$ cat src/rtl/fetch_icb_bridge_pkg.sv
// fetch_icb_bridge_pkg: shared widths and PC alignment helper for the fetch/ICB bridge
package fetch_icb_bridge_pkg;
  localparam int DEF_PC_WIDTH    = 32;
  localparam int DEF_INSTR_WIDTH = 32;
  function automatic logic pc_mis(input logic [1:0] lsb, input logic c_ext);
    return c_ext ? lsb[0] : |lsb;
  endfunction
endpackage

$ cat src/rtl/fetch_ost_fifo.sv
// fetch_ost_fifo: generic synchronous FIFO tracking outstanding fetches
module fetch_ost_fifo
  import fetch_icb_bridge_pkg::*;
#(
  parameter int WIDTH = 1,
  parameter int DEPTH = 2
) (
  input  logic             clk,
  input  logic             rst_n,
  input  logic             push,
  input  logic [WIDTH-1:0] din,
  input  logic             pop,
  output logic             full,
  output logic             empty,
  output logic [WIDTH-1:0] dout
);
  localparam int AW = DEPTH > 1 ? $clog2(DEPTH) : 1;
  localparam int CW = $clog2(DEPTH) + 1;
  logic [WIDTH-1:0] r_mem [DEPTH];
  logic [AW-1:0]    r_wp;
  logic [AW-1:0]    r_rp;
  logic [CW-1:0]    r_cnt;
  logic             w_wr;
  logic             w_rd;
  assign full  = r_cnt == CW'(DEPTH);
  assign empty = r_cnt == '0;
  assign w_wr  = push & ~full;
  assign w_rd  = pop & ~empty;
  assign dout  = r_mem[r_rp];
  always_ff @(posedge clk or negedge rst_n)
    if (!rst_n) begin
      r_wp  <= '0;
      r_rp  <= '0;
      r_cnt <= '0;
    end else begin
      if (w_wr) r_wp <= (r_wp == AW'(DEPTH - 1)) ? '0 : r_wp + 1'b1;
      if (w_rd) r_rp <= (r_rp == AW'(DEPTH - 1)) ? '0 : r_rp + 1'b1;
      r_cnt <= r_cnt + CW'(w_wr) - CW'(w_rd);
    end
  always_ff @(posedge clk)
    if (w_wr) r_mem[r_wp] <= din;
endmodule

$ cat src/rtl/fetch_icb_bridge.sv
// fetch_icb_bridge: forwards IFU fetches to ICB, answers misaligned PCs locally, keeps responses in order
module fetch_icb_bridge
  import fetch_icb_bridge_pkg::*;
#(
  parameter int PC_WIDTH    = DEF_PC_WIDTH,
  parameter int INSTR_WIDTH = DEF_INSTR_WIDTH,
  parameter int OST_DEPTH   = 2,
  parameter int C_EXT       = 0
) (
  input  logic                   clk,
  input  logic                   rst_n,
  input  logic                   if_req_valid_i,
  output logic                   if_req_ready_o,
  input  logic [PC_WIDTH-1:0]    if_req_pc_i,
  output logic                   if_resp_valid_o,
  input  logic                   if_resp_ready_i,
  output logic                   if_resp_misalign_o,
  output logic                   if_resp_bus_err_o,
  output logic [INSTR_WIDTH-1:0] if_resp_instr_o,
  output logic                   icb_cmd_valid_o,
  input  logic                   icb_cmd_ready_i,
  output logic [PC_WIDTH-1:0]    icb_cmd_addr_o,
  output logic                   icb_cmd_read_o,
  input  logic                   icb_rsp_valid_i,
  output logic                   icb_rsp_ready_o,
  input  logic [INSTR_WIDTH-1:0] icb_rsp_rdata_i,
  input  logic                   icb_rsp_err_i
);
  logic       w_mis;
  logic       w_full;
  logic       w_empty;
  logic [0:0] w_dout;
  logic       w_head_mis;
  logic       w_head_bus;
  assign w_mis      = pc_mis(if_req_pc_i[1:0], C_EXT != 0);
  assign w_head_mis = ~w_empty & w_dout[0];
  assign w_head_bus = ~w_empty & ~w_dout[0];
  assign icb_cmd_valid_o    = if_req_valid_i & ~w_mis & ~w_full;
  assign icb_cmd_addr_o     = if_req_pc_i;
  assign icb_cmd_read_o     = 1'b1;
  assign if_req_ready_o     = ~w_full & (w_mis | icb_cmd_ready_i);
  assign if_resp_valid_o    = w_head_mis | (w_head_bus & icb_rsp_valid_i);
  assign if_resp_misalign_o = w_head_mis;
  assign if_resp_bus_err_o  = w_head_bus & icb_rsp_err_i;
  assign if_resp_instr_o    = w_head_bus ? icb_rsp_rdata_i : '0;
  assign icb_rsp_ready_o    = w_head_bus & if_resp_ready_i;
  fetch_ost_fifo #(.WIDTH(1), .DEPTH(OST_DEPTH)) u_fifo (
    .clk   (clk),
    .rst_n (rst_n),
    .push  (if_req_valid_i & if_req_ready_o),
    .din   (w_mis),
    .pop   (if_resp_valid_o & if_resp_ready_i),
    .full  (w_full),
    .empty (w_empty),
    .dout  (w_dout)
  );
`ifndef SYNTHESIS
  a_no_stray_rsp: assert property (@(posedge clk) disable iff (!rst_n) !(icb_rsp_valid_i && w_empty));
`endif
endmodule

$ cat config.mk
export PLATFORM = sky130hd
export DESIGN_NAME = fetch_icb_bridge
export DESIGN_NICKNAME = d
export VERILOG_FILES = /design/src/rtl/fetch_icb_bridge_pkg.sv /design/src/rtl/fetch_ost_fifo.sv /design/src/rtl/fetch_icb_bridge.sv
export SDC_FILE = /design/constraint.sdc
export NUM_CORES = 1
export LEC_CHECK = 0
export BUFFER_PORTS_ARGS = -buffer_cell sky130_fd_sc_hd__buf_4
export CORE_ASPECT_RATIO = 0.6
export CORE_MARGIN = 4
export CORE_UTILIZATION = 28
export DETAILED_ROUTE_END_ITERATION = 16
export PLACE_DENSITY = 0.87
export REMOVE_ABC_BUFFERS = 1
export SLEW_MARGIN = 20
export SYNTH_ARGS = -nofsm -noshare
export SYNTH_HDL_FRONTEND = slang
export SYNTH_SLANG_ARGS = --single-unit
$ cat constraint.sdc
create_clock -name clk -period 2.15 [get_ports clk]
set_input_delay 0.1075 -clock clk [delete_from_list [all_inputs] [get_ports clk]]
set_output_delay 0.1075 -clock clk [all_outputs]
set_load 0.02 [all_outputs]
Word level (Yosys, flattened, before mapping). Memories as Yosys holds them, arrays and structs flattened. Cells that the tools add are included. W data, S select, Z words.

Register bits: 4. Memory bits (writable): 2. Bits of input ports: 71. Output and inout bits: 71. Word-level logic and storage cells: 34. Memories: 1.

Memories: u_fifo.r_mem (words 2, bits a word 1, read ports 1, clocked after Yosys merged registers in 0, wr ports 1, line fetch_ost_fifo.sv:19) `logic [WIDTH-1:0] r_mem [DEPTH];`.

Add/sub/neg operators: 4. Eq/ne operators: 1. Muxes and demuxes: 5. Bitwise gates (word level): 18. Reduce and logical (&&, ||, !) cells: 2.

Operators by type and width (number): $mux W32 (1); $and A1 B1 Y1 (12); $mux W1 (4); $not A1 Y1 (4); $add A1 B1 Y1 const B (2); $add A2 B1 Y2 (1); $eq A2 B2 Y1 const B (1); $logic_not A2 Y1 (1); $or A1 B1 Y1 (2); $reduce_or A2 Y1 (1); $sub A2 B1 Y2 (1).

Longest topological paths before layout.
Depth after elaboration: 8. Mapped depth: 8. Gate-level depth less buffers: 8.

Hierarchy. A second synthesis with hierarchy kept.

Cell total of the unflattened synthesis: 103. Area, all modules: 830.8 µm².

By module, submodules not included: fetch_icb_bridge (times used 1, cells each 82, area an instance 559.3 µm²); fetch_ost_fifo (times used 1, cells each 21, area an instance 271.5 µm²).

Worst setup path after synthesis. Ideal clock, no wire load.

Path kind: reg-to-reg. From: reg u_fifo.r_rp. To: reg u_fifo.r_cnt[1]. Setup time: 0.124 ns. Data arrival time: 1.605 ns. Data required time: 2.026 ns. Path slack: 0.421 ns. Cell stages (with the launch flop): 9. Path buffers: 0. Cells stage by stage: dfrtp_1 mux2_4 nor2_1 nor3b_1 ha_1 inv_1 ha_1 xnor2_1 xnor2_1.

Longest elaborated chain between the ends: 8. Elaborated cells between the ends (all ways): 9. Those cells by class: add/sub (1); bitwise (7); memory (1).

RTL lines: start, declared (line fetch_ost_fifo.sv:21) `logic [AW-1:0] r_rp;`; start signal, assigned (line fetch_ost_fifo.sv:37) `if (w_rd) r_rp <= (r_rp == AW'(DEPTH - 1)) ? '0 : r_rp + 1'b1;`; $mem_v2 Z2 W1 *; $not A1 Y1 (line fetch_icb_bridge.sv:37) `assign w_head_bus = ~w_empty & ~w_dout[0];`; $and A1 B1 Y1 (line fetch_icb_bridge.sv:37); $and A1 B1 Y1 (line fetch_icb_bridge.sv:42) `assign if_resp_valid_o = w_head_mis | (w_head_bus & icb_rsp_valid_i);`; $or A1 B1 Y1 * (line fetch_icb_bridge.sv:42); $and A1 B1 Y1 * (line fetch_icb_bridge.sv:52) `.pop (if_resp_valid_o & if_resp_ready_i),`; $and A1 B1 Y1 * (line fetch_ost_fifo.sv:28) `assign w_rd = pop & ~empty;`; net u_fifo.w_rd (line fetch_ost_fifo.sv:24) `logic w_rd;`; $sub A2 B1 Y2 * (line fetch_ost_fifo.sv:38) `r_cnt <= r_cnt + CW'(w_wr) - CW'(w_rd);`; end signal, assigned (line fetch_ost_fifo.sv:38); end, declared (line fetch_ost_fifo.sv:22) `logic [CW-1:0] r_cnt;`.

The timed path passes the listed nets; every way through them passes the cells marked *. A chain may end at the register's enable or synchronous reset.

Worst setup path after layout.
From: reg u_fifo.r_rp. To: out if_resp_instr_o[13].

Longest elaborated chain between the ends: 4.

RTL lines: $mem_v2 Z2 W1; $not A1 Y1 (line fetch_icb_bridge.sv:37); $and A1 B1 Y1 (line fetch_icb_bridge.sv:37); $mux W32 (line fetch_icb_bridge.sv:45) `assign if_resp_instr_o = w_head_bus ? icb_rsp_rdata_i : '0;`; end, declared (line fetch_icb_bridge.sv:19) `output logic [INSTR_WIDTH-1:0] if_resp_instr_o,`.

Every way passes these cells.

==> summary.md <==
| Metric | Value |
|---|---|
| Setup_tns | 0 ns |
| Die area | 0.00405 mm² |
| Layout cells sized above 1 | 72.1% |
| Largest net degree at the start of global routing | 35 |
| Flop and latch count out of synthesis | 6 |
| Num CTS Buffers | 3 |
| Vias in the first global route | 894 |
| Die Height | 51.0 µm |
| Max IR drop VDD | 364 µV |
| MaxCap Viol Count | 0 |
| WP data arrival | 1.74 ns |
| Fillers | 299 |
| I/O Buffers | 80 |
| Max_slew headroom | 66.2% |
| DR iter-0 viols | 5 |
| Worst reg2reg path startpoint | u_fifo.r_rp$_DFFE_PN0P_ |
| Hold path cells | 3 |
| HP Class | in2reg |
| Area Overhead vs Synth | 51.7% |
| Vias | 869 |
| DRT Wirelength | 3700 µm |
| RSZ-0062 raised after global routing | false |
| Antenna Violating Nets Remaining | 0 |
| Rows | 15 |
| Clk Latency, worst-skew pair | 0.23 ns |
| # diodes | 0 |
| Power Total | 1.51 mW |
| Hold Vio Cnt, Final | 0 |
| Final Core Density | 44.9% |
| Synth top area share | 28.8% |
| Worst Path Required | 2.04 ns |
| Cells after Synth | 105 |
| Width of the chip | 79.6 µm |
| Starting Density | 29.6% |
| NumNets Final | 228 |
| Flop-to-flop setup slack | 0.33 ns |
| CTS clk-pin slew, worst paths | 0.04 ns |
| Crit path launch type | register |
| Crit Path Category | reg2out |
| Post-cts resize count | 0 |
| Fin crit period | 1.85 ns |
| CTS HTree Levels | 1 |
| Top-count cell post-synth | buf_4 |
| Setup WS post-layout | 0.303 ns |
| CTS tree | yes |
| Clock skew after layout | 0.000716 ns |
| Register area share after synthesis | 18.6% |
| WHS | 0.191 ns |
| DP Worst Slack | 0.332 ns |
| Io pins | 142 |
| Pwr Density | 1160 mW/mm² |
| Syn. warnings | 0 |
| CTS max path bufs | 2 |
| DR vias/cell | 4.43 |
| Final Cycle Share | 85.9% |
| Status | finished, final reports clean |
| Leakage | 0.695 nW |
| GRT Resource Usage Total | 17.5% |
| Async S/R FF share, synth | 66.7% |
| Post-synth EDFFs | 2 |
| Yosys top cell by area | buf_4 |
| R2R depth | 8 |
| Synth area leaders | buf_4 29%, and2_2 21%, dfrtp_1 12% |
| Initial antenna violation count | 0 |
| Max Slew Vio Count | 0 |
| Reg-to-reg endpoint | u_fifo.r_cnt[1]$_DFF_PN0_ |
| Syn_area_per_cell | 8.20 µm² |
| Top_reg_cell synth | dfrtp_1 |
| CP endpoint kind | output port |
| DP Wirelength | 3200 µm |
| Synth top cells by count | 33 x buf_4, 24 x and2_2, 11 x and2_1 |
| Clock sink total | 6 |
| Syn Std Cell Area | 861 µm² |
| Router iterations before antenna repair | 3 |
| Core ar. | 0.00291 mm² |
| Hold path endpoint | u_fifo.r_rp$_DFFE_PN0P_ |
| Global-route wire length before repair | 4980 µm |
| Highest clock rate | 0.542 GHz |
| Number of remaining DRC errors | 0 |
| Slew @ Worst Pin | 0.506 ns |
| GR Overflow Total | 0 |
| Wire length per cell | 18.9 µm |
| Clk root buf | clkbuf_8 |
| Max FO, Critical Path | 34 |
| GPL Wtd Cong | 0.904 |
| Unique masters post-synth | 21 |
| Hold path startpoint | if_resp_ready_i |
| # setup viols final | 0 |
## power breakdown
group	leakage, nW	internal [mW]	total [mW]	switching (mW)
logic	0.608	0.520	1.11	0.588
clock network	0.0228	0.128	0.186	0.0573
registers	0.0647	0.170	0.218	0.0479
total	0.695	0.818	1.51	0.694
## layout make-up
cell class              count  area, µm²  share of cell area (%)
well taps                  42       52.6                    4.02
flip-flops and latches      6        160                    12.3
clock buffers               4       45.0                    3.45
inverters                   4       15.0                    1.15
repair buffers             81        611                    46.7
multi-input cells          59        423                    32.4
## worst max path at each step
stage	end	cells after the start	slack, ns	start
2_1_floorplan	u_fifo.r_cnt[1]$_DFF_PN0_	8	0.42	u_fifo.r_rp$_DFFE_PN0P_
5_1_grt	u_fifo.r_cnt[1]$_DFF_PN0_	8	0.16	u_fifo.r_rp$_DFFE_PN0P_
3_5_place_dp	u_fifo.r_cnt[1]$_DFF_PN0_	8	0.33	u_fifo.r_rp$_DFFE_PN0P_
4_1_cts	if_resp_instr_o[6]	4	0.27	u_fifo.r_rp$_DFFE_PN0P_
3_3_place_gp	u_fifo.r_cnt[1]$_DFF_PN0_	8	0.39	u_fifo.r_rp$_DFFE_PN0P_
6_report	if_resp_instr_o[13]	4	0.30	u_fifo.r_rp$_DFFE_PN0P_
## kinds of logic (layout without fill, tap and decap cells)
kind of cell    Yosys count  count (layout)  synth area share (%)
xor+xnor                  3               3                  3.05
compound gates            3               3                  2.62
buf+inv                  40              89                  32.3
mux                       1               1                  1.74
simple gates             49              49                  38.4
fa+ha+maj                 2               2                  2.91
other cells               1               1                 0.436
flops                     6               6                  18.6
## per-stage QoR
stage / instances / cell area (µm²)
global placement: 191 / 1250
detailed placement: 191 / 1250
finish: 196 / 1310
CTS: 196 / 1310
global route: 196 / 1310
floorplan: 69 / 598
## registers in the layout, indices dropped and copies added, names as in the netlist
name          cells
u_fifo.r_mem      2
u_fifo.r_rp       1
u_fifo.r_wp       1
u_fifo.r_cnt      2
## routing by layer
| metal | share of wire [%] | vias up | GRT usage [%] |
|---|---|---|---|
| met2 | 43 | 86 | 23.7 |
| met1 | 36 | 387 | 19.6 |
| met3 | 18 | 6 | 16.0 |
| met4 | 1.2 | 2 | 2.86 |
| li1 | - | 388 | - |
| met5 | 1.2 | - | 11.4 |
## worst max-delay path: stages, from the launching register on
cell	delay [ns]
dfrtp_1	0.39
mux2_4	0.33
nor2_4	0.40
and2_2	0.24
buf_4	0.13
## placed cells by master, fill, tap and decap left out, drive strengths merged, types with 2 or more instances in the layout
cell type,count
and2,35
buf,80
clkbuf,4
dfrtp,4
edfxtp,2
ha,2
inv,4
nor2,6
nor2b,2
nor3,2
o221ai,2
xnor2,3
## repair_timing
action                    4_1_cts  5_1_grt
hold endpoints to repair        4        0
setup buffers                   0        0
hold buffers                    1        0
(Power assumes the default switching activity.)
